<file path="config.mk">
export PLATFORM = sky130hd
export DESIGN_NAME = exc_pipe_ctrl
export DESIGN_NICKNAME = d
export VERILOG_FILES = /design/src/rtl/exc_pipe_ctrl.sv
export SDC_FILE = /design/constraint.sdc
export NUM_CORES = 1
export LEC_CHECK = 0
export CORE_MARGIN = 2
export CORE_UTILIZATION = 52
export CTS_CLUSTER_DIAMETER = 200
export DETAILED_ROUTE_END_ITERATION = 12
export GPL_TIMING_DRIVEN = 0
export PLACE_DENSITY_LB_ADDON = 0.1
export SLEW_MARGIN = 25
export SYNTH_ARGS = -nofsm -noshare
export SYNTH_HDL_FRONTEND = slang
export SYNTH_SLANG_ARGS = --single-unit
export TNS_END_PERCENT = 5
</file>
<file path="constraint.sdc">
create_clock -name clk -period 4.4 [get_ports clk]
set_clock_uncertainty 0.15 [all_clocks]
set_input_delay 0.88 -clock clk [delete_from_list [all_inputs] [get_ports clk]]
set_output_delay 0.88 -clock clk [all_outputs]
set_load 0.01 [all_outputs]
</file>
<file path="src/rtl/exc_pipe_ctrl.sv">
// exc_pipe_ctrl - exception pipeline controller in front of CP0.
// Tracks pc / delay-slot flag / exception code / eret through the D, E and M
// stage registers. Causes are resolved first-detected-wins, and one ExcCode
// per instruction is presented at M. The controller turns CP0's req (or a
// retiring ERET) into a pipeline flush and a fetch redirect.
// Optional build macro: EXC_PERF_CNT_EN adds saturating exception and
// interrupt counters on the exc_cnt / int_cnt ports.
module exc_pipe_ctrl #(
  parameter logic [31:0] HANDLER_PC = 32'hBFC0_0380
) (
  input  logic        clk,
  input  logic        resetn,
  input  logic        stall_D,
  input  logic [31:0] pc_F,
  input  logic        ri_D,
  input  logic        syscall_D,
  input  logic        break_D,
  input  logic        eret_D,
  input  logic        jump_D,
  input  logic        ov_E,
  input  logic        adel_E,
  input  logic        ades_E,
  input  logic        req,
  input  logic [31:0] epc,
  output logic [4:0]  ExcCode_M,
  output logic        bd_M,
  output logic [31:0] pc_M,
  output logic        EXLClr,
  output logic        flush,
  output logic        redirect,
  output logic [31:0] redirect_pc
`ifdef EXC_PERF_CNT_EN
  ,
  output logic [15:0] exc_cnt,
  output logic [15:0] int_cnt
`endif
);

  localparam logic [31:0] RESET_PC = 32'hBFC0_0000;

  // Exception codes, matching cpu_def.vh
  localparam logic [4:0] EXC_NONE = 5'd0;
  localparam logic [4:0] EXC_ADEL = 5'd4;
  localparam logic [4:0] EXC_ADES = 5'd5;
  localparam logic [4:0] EXC_SYS  = 5'd8;
  localparam logic [4:0] EXC_BP   = 5'd9;
  localparam logic [4:0] EXC_RI   = 5'd10;
  localparam logic [4:0] EXC_OV   = 5'd12;

  typedef struct packed {
    logic [31:0] pc;
    logic        bd;
    logic [4:0]  code;
    logic        eret;
  } stage_t;

  function automatic stage_t bubble(input logic [31:0] pc, input logic bd);
    stage_t b;
    b.pc   = pc;
    b.bd   = bd;
    b.code = EXC_NONE;
    b.eret = 1'b0;
    return b;
  endfunction

  stage_t d_q, d_d;
  stage_t e_q, e_d;
  stage_t m_q, m_d;

  stage_t f_res;
  stage_t d_res;
  stage_t e_res;

  logic        exl_clr;
  logic        flush_int;
  logic [31:0] target_pc;

  // F: misaligned fetch address; the instruction behind a jump in D is a delay slot
  always_comb begin
    f_res.pc   = pc_F;
    f_res.bd   = jump_D;
    f_res.code = (pc_F[1:0] != 2'b00) ? EXC_ADEL : EXC_NONE;
    f_res.eret = 1'b0;
  end

  // D: decode causes apply only when nothing was detected earlier
  always_comb begin
    d_res = d_q;
    if (d_q.code == EXC_NONE) begin
      if (ri_D)           d_res.code = EXC_RI;
      else if (syscall_D) d_res.code = EXC_SYS;
      else if (break_D)   d_res.code = EXC_BP;
    end
    d_res.eret = eret_D && (d_res.code == EXC_NONE);
  end

  // E: execute/memory causes apply only when nothing was detected earlier
  always_comb begin
    e_res = e_q;
    if (e_q.code == EXC_NONE) begin
      if (ov_E)        e_res.code = EXC_OV;
      else if (adel_E) e_res.code = EXC_ADEL;
      else if (ades_E) e_res.code = EXC_ADES;
    end
    e_res.eret = e_q.eret && (e_res.code == EXC_NONE);
  end

  // Redirect decision: a CP0 request beats a retiring ERET
  always_comb begin
    exl_clr   = m_q.eret && (m_q.code == EXC_NONE) && !req;
    flush_int = req || exl_clr;
    target_pc = exl_clr ? epc : HANDLER_PC;
  end

  // Stage advance: flush beats stall; a stall sends a bubble carrying D's pc/bd into E
  always_comb begin
    d_d = d_q;
    e_d = e_q;
    m_d = e_res;
    if (flush_int) begin
      d_d = bubble(target_pc, 1'b0);
      e_d = bubble(target_pc, 1'b0);
      m_d = bubble(target_pc, 1'b0);
    end else if (stall_D) begin
      e_d = bubble(d_q.pc, d_q.bd);
    end else begin
      d_d = f_res;
      e_d = d_res;
    end
  end

  // Stage registers
  always_ff @(posedge clk or negedge resetn) begin
    if (!resetn) begin
      d_q <= bubble(RESET_PC, 1'b0);
      e_q <= bubble(RESET_PC, 1'b0);
      m_q <= bubble(RESET_PC, 1'b0);
    end else begin
      d_q <= d_d;
      e_q <= e_d;
      m_q <= m_d;
    end
  end

  assign ExcCode_M   = m_q.code;
  assign bd_M        = m_q.bd;
  assign pc_M        = m_q.pc;
  assign EXLClr      = exl_clr;
  assign flush       = flush_int;
  assign redirect    = flush_int;
  assign redirect_pc = target_pc;

`ifdef EXC_PERF_CNT_EN
  logic [15:0] exc_cnt_q, exc_cnt_d;
  logic [15:0] int_cnt_q, int_cnt_d;

  // Count taken exceptions vs interrupts (code 0 at M), saturating
  always_comb begin
    exc_cnt_d = exc_cnt_q;
    int_cnt_d = int_cnt_q;
    if (req) begin
      if (m_q.code != EXC_NONE) begin
        if (exc_cnt_q != '1) exc_cnt_d = exc_cnt_q + 16'd1;
      end else begin
        if (int_cnt_q != '1) int_cnt_d = int_cnt_q + 16'd1;
      end
    end
  end

  // Counter registers
  always_ff @(posedge clk or negedge resetn) begin
    if (!resetn) begin
      exc_cnt_q <= '0;
      int_cnt_q <= '0;
    end else begin
      exc_cnt_q <= exc_cnt_d;
      int_cnt_q <= int_cnt_d;
    end
  end

  assign exc_cnt = exc_cnt_q;
  assign int_cnt = int_cnt_q;
`endif

endmodule

</file>
-- Word level (Yosys, flattened, before mapping)
Index checks and enable logic that the tools add are counted.
- flip-flop bits (word level): 116
- bits of input ports: 76
- output and inout port bits: 73
- equal/unequal tests: 1
- multiplexer cells: 15
- reduce and logical (&&, ||, !) cells: 12
- operator list (kind ; number):
    2-to-1 mux 39 bit ; 4
    2-to-1 mux 5 bit ; 8
    2-to-1 mux 32 bit ; 1
    zero test 5 bit ; 5
    2-to-1 mux 6 bit ; 1
    logical AND 1 bit ; 4
    2-to-1 mux 3 bit ; 1
    != test 2 x 1 -> 1 bit (second input constant) ; 1
    nonzero test 2 bit ; 1
    zero test 1 bit ; 1
    logical OR 1 bit ; 1

-- Depth between registers and ports, before layout
- depth in word-level cells: 8
- depth in mapped cells: 7
- depth with buffers taken out: 4

-- Least setup slack after synthesis
No wires, ideal clock.
- path kind: input port to output port
- from: in req
- to: out redirect_pc[22]
- arrival time: 2006 ps
- slack: 1364 ps
- cell stages on the path: 6
- buffers on the path: 3
- path through: buf_6 or4b_1 buf_6 buf_6 nor3_4 inv_2
- cells in the longest elaborated chain, start to end: 3
- RTL lines (item ; line ; source):
    start, declared ; 23 ; input logic req,
    zero test 1 bit ; 110 ; exl_clr = m_q.eret && (m_q.code == EXC_NONE) && !req;
    logical AND 1 bit ; 110 ;
    2-to-1 mux 32 bit ; 112 ; target_pc = exl_clr ? epc : HANDLER_PC;
    end, declared ; 31 ; output logic [31:0] redirect_pc
Every way passes these cells.

-- Worst setup path in the final report
- from: reg m_q, in the netlist ExcCode_M[3]
- to: out redirect
- cells in the longest elaborated chain, start to end: 4
- RTL lines (item ; line ; source):
    start, declared ; 68 ; stage_t m_q, m_d;
    start signal, assigned ; 137 ; m_q <= bubble(RESET_PC, 1'b0);
    start signal, assigned ; 141 ; m_q <= m_d;
    zero test 5 bit ; 110 ;
    logical AND 1 bit (2 in series) ; 110 ;
    logical OR 1 bit ; 111 ; flush_int = req || exl_clr;
    end, declared ; 30 ; output logic redirect,
Every way passes these cells.

==> impl_metrics.ini <==
[status]
run_status = completed

[synth]
ys.flop_type = dfrtp_1
yosys_warnings = 0
synth_commonest_cells = dfrtp_1 (83), a21o_1 (40), buf_4 (39)
netlist_area_um2 = 5170
syn-mean-instance-area_um2 = 11.7
yosysMostFrequentCell = dfrtp_1
syn-num-nets = 519
async_flop_share_pct = 100
yosysTopAreaCell = dfrtp_1
ys_ff_latch = 110
synthDistinctLibCells = 35
synth_top_cells_by_area = dfrtp_1 (40%), dfstp_2 (14%), nor3_4 (9.1%)
synth-edff-count = 0
yosysTopAreaCellShare_pct = 40.2
synth_seq_area_share_pct = 53.9
synthCells = 443

[cells_and_area]
fin_util_pct = 71.9
antenna_cells = 0
drive_gt1_share_pct = 22.6
syn_to_final_growth_pct = 35.3
nFillCells = 764
nNetsFinal = 676

[pwr]
ir_drop_uv = 140
power_density_nw_per_um2 = 276
leakagePower_nw = 3.26

[cts]
clock_latency_ns = 0.36
cts_tree = done
cts.sinks = 110
cts-root-buf = clkbuf_8
cts_setup_buffers = 0
path_clk_slew_ns = 0.11
cts_buffers = 9
htree_levels = 3
ctsHoldBuffers = 0
clk_path_buf_depth = 2
cts-resized-gates = 0

[sta]
rsz0062_at_grt = no
setup_ws_ns = 0.570
report.final.hold_viol_count = 0
setup_viol = 0
whs_ns = 0.270
post-route-min-period_ns = 3.83
tns_ns = 0
period_share_pct = 87.0
worst_pin_slew_ns = 0.617
slew_violations = 0
slew_headroom_pct = 58.9
max_freq_ghz = 0.261

[floorplan]
fp.dieW_um = 104
dieHeight_um = 104
rows = 36
core_um2 = 9730
pin_count = 149
die-area_um2 = 10800
initial_core_util_pct = 53.1

[drt]
viasPerCell = 5.27
wl_per_cell_um = 16.8
drc = 0
ant_nets = 0
routed_wl_um = 12400
num_vias = 3890
drtIter0Drc = 158
firstDrtPassIters = 4

[global_routing]
track_usage_pct = 24.0
grt_pass1_wl_um = 20500
grt_pass1_vias = 4128
grt_max_degree = 67
grt-ovfl-total = 0
antenna_found_initial = 0

[setup_path]
crit_fanout = 11
worst_setup_path_end_kind = output port
critPathKind = reg2out
cp.arrival_ns = 2.80
worst-endpoint-required_ns = 3.37
critPathLaunchType = flip-flop

[job]
cap_violations = 0

[min_path]
hold_class = in2async

[placed_design]
dp_slack_ns = 0.751
dpl.hpwl_um = 8930
place_congestion = 0.814
port_buffers = 145
==> cell type report <==
cell class	instances	area (µm²)	area share, %
Buffer	71	472	6.75
Clock inverter	5	35.0	0.501
Inverter	46	173	2.47
Tap cell	133	166	2.38
Multi-Input combinational cell	216	1740	24.9
Clock buffer	11	141	2.02
Timing Repair Buffer	146	1480	21.2
Sequential cell	110	2790	39.8
==> sequential cells by signal (all words and copies together) (netlist names) <==
| name | count |
|---|---|
| pc_M | 32 |
| ExcCode_M | 4 |
| e_q | 38 |
| d_q | 34 |
| bd_M | 1 |
| m_q | 1 |
==> worst paths after layout <==
| check | start | endpoint | slack (ns) | cells after the start |
|---|---|---|---|---|
| worst max-delay path | ExcCode_M[3]$_DFF_PN0_ | redirect | 0.57 | 6 |
| worst min-delay path | resetn | pc_M[6]$_DFF_PN0_ | 0.27 | 1 |
| worst max register to register | ExcCode_M[3]$_DFF_PN0_ | pc_M[19]$_DFF_PN0_ | 2.16 | 5 |
| worst min register to register | e_q[23]$_DFF_PN0_ | pc_M[16]$_DFF_PN0_ | 0.30 | 1 |
| max in group asynchronous | resetn | e_q[33]$_DFF_PN1_ | 3.11 | 2 |
| min in group clk | e_q[23]$_DFF_PN0_ | pc_M[16]$_DFF_PN0_ | 0.30 | 1 |
==> logic make-up (layout without fill, tap and decap cells) <==
group / after synthesis / in the layout / share of synthesized area (%)
mux: 1 / 1 / 0.194
other cells: 1 / 1 / 0.0725
buf+inv: 117 / 279 / 12.5
flops: 110 / 110 / 53.9
compound gates: 133 / 133 / 19.1
simple gates: 81 / 81 / 14.3
==> cells in the final DEF, fill, tap and decap left out, drive strengths merged, types with 15 or more instances in the layout <==
| cell type | netlist | final |
|---|---|---|
| dfstp | 27 | 27 |
| a21o | 40 | 40 |
| o22a | 20 | 20 |
| clkdlybuf4s50 | 0 | 144 |
| nor3 | 35 | 35 |
| dfrtp | 83 | 83 |
| clkbuf | 21 | 32 |
| buf | 50 | 52 |
| a211oi | 20 | 20 |
| a21oi | 15 | 15 |
| nor2 | 30 | 30 |
| inv | 46 | 46 |
==> metrics by stage <==
stage	instances	area (µm²)	total power, W
3_3_place_gp	721	6790	0.00139
2_1_floorplan	443	5170	0.00124
5_1_grt	738	6990	0.00201
4_1_cts	738	6990	0.00195
6_report	738	6990	0.00193
3_5_place_dp	722	6820	0.00140
==> routing by layer <==
layer | vias to the layer above | GRT usage, % | wire, µm
li1 | 1818 | - | -
met1 | 1923 | 32.0 | 5240
met2 | 136 | 41.8 | 6430
met3 | 13 | 2.96 | 582
met4 | 0 | 6.76 | 145
met5 | - | 0 | 0
==> power breakdown <==
part	total [W]	internal, W	switching (W)
Combinational	0.000286	0.000148	0.000139
Sequential	0.00109	0.00107	0.0000206
Clock	0.000554	0.000221	0.000333
Total	0.00193	0.00144	0.000492
==> worst max-delay path, cell delays in order (launching register included) <==
cell and delay, ns:
dfrtp_1 0.41, nor3b_2 0.47, a21oi_1 0.21, inv_1 0.19, buf_1 0.44, buf_4 0.20
clkdlybuf4s50_1 0.53
Note: power is estimated with default switching activity, not from simulation.
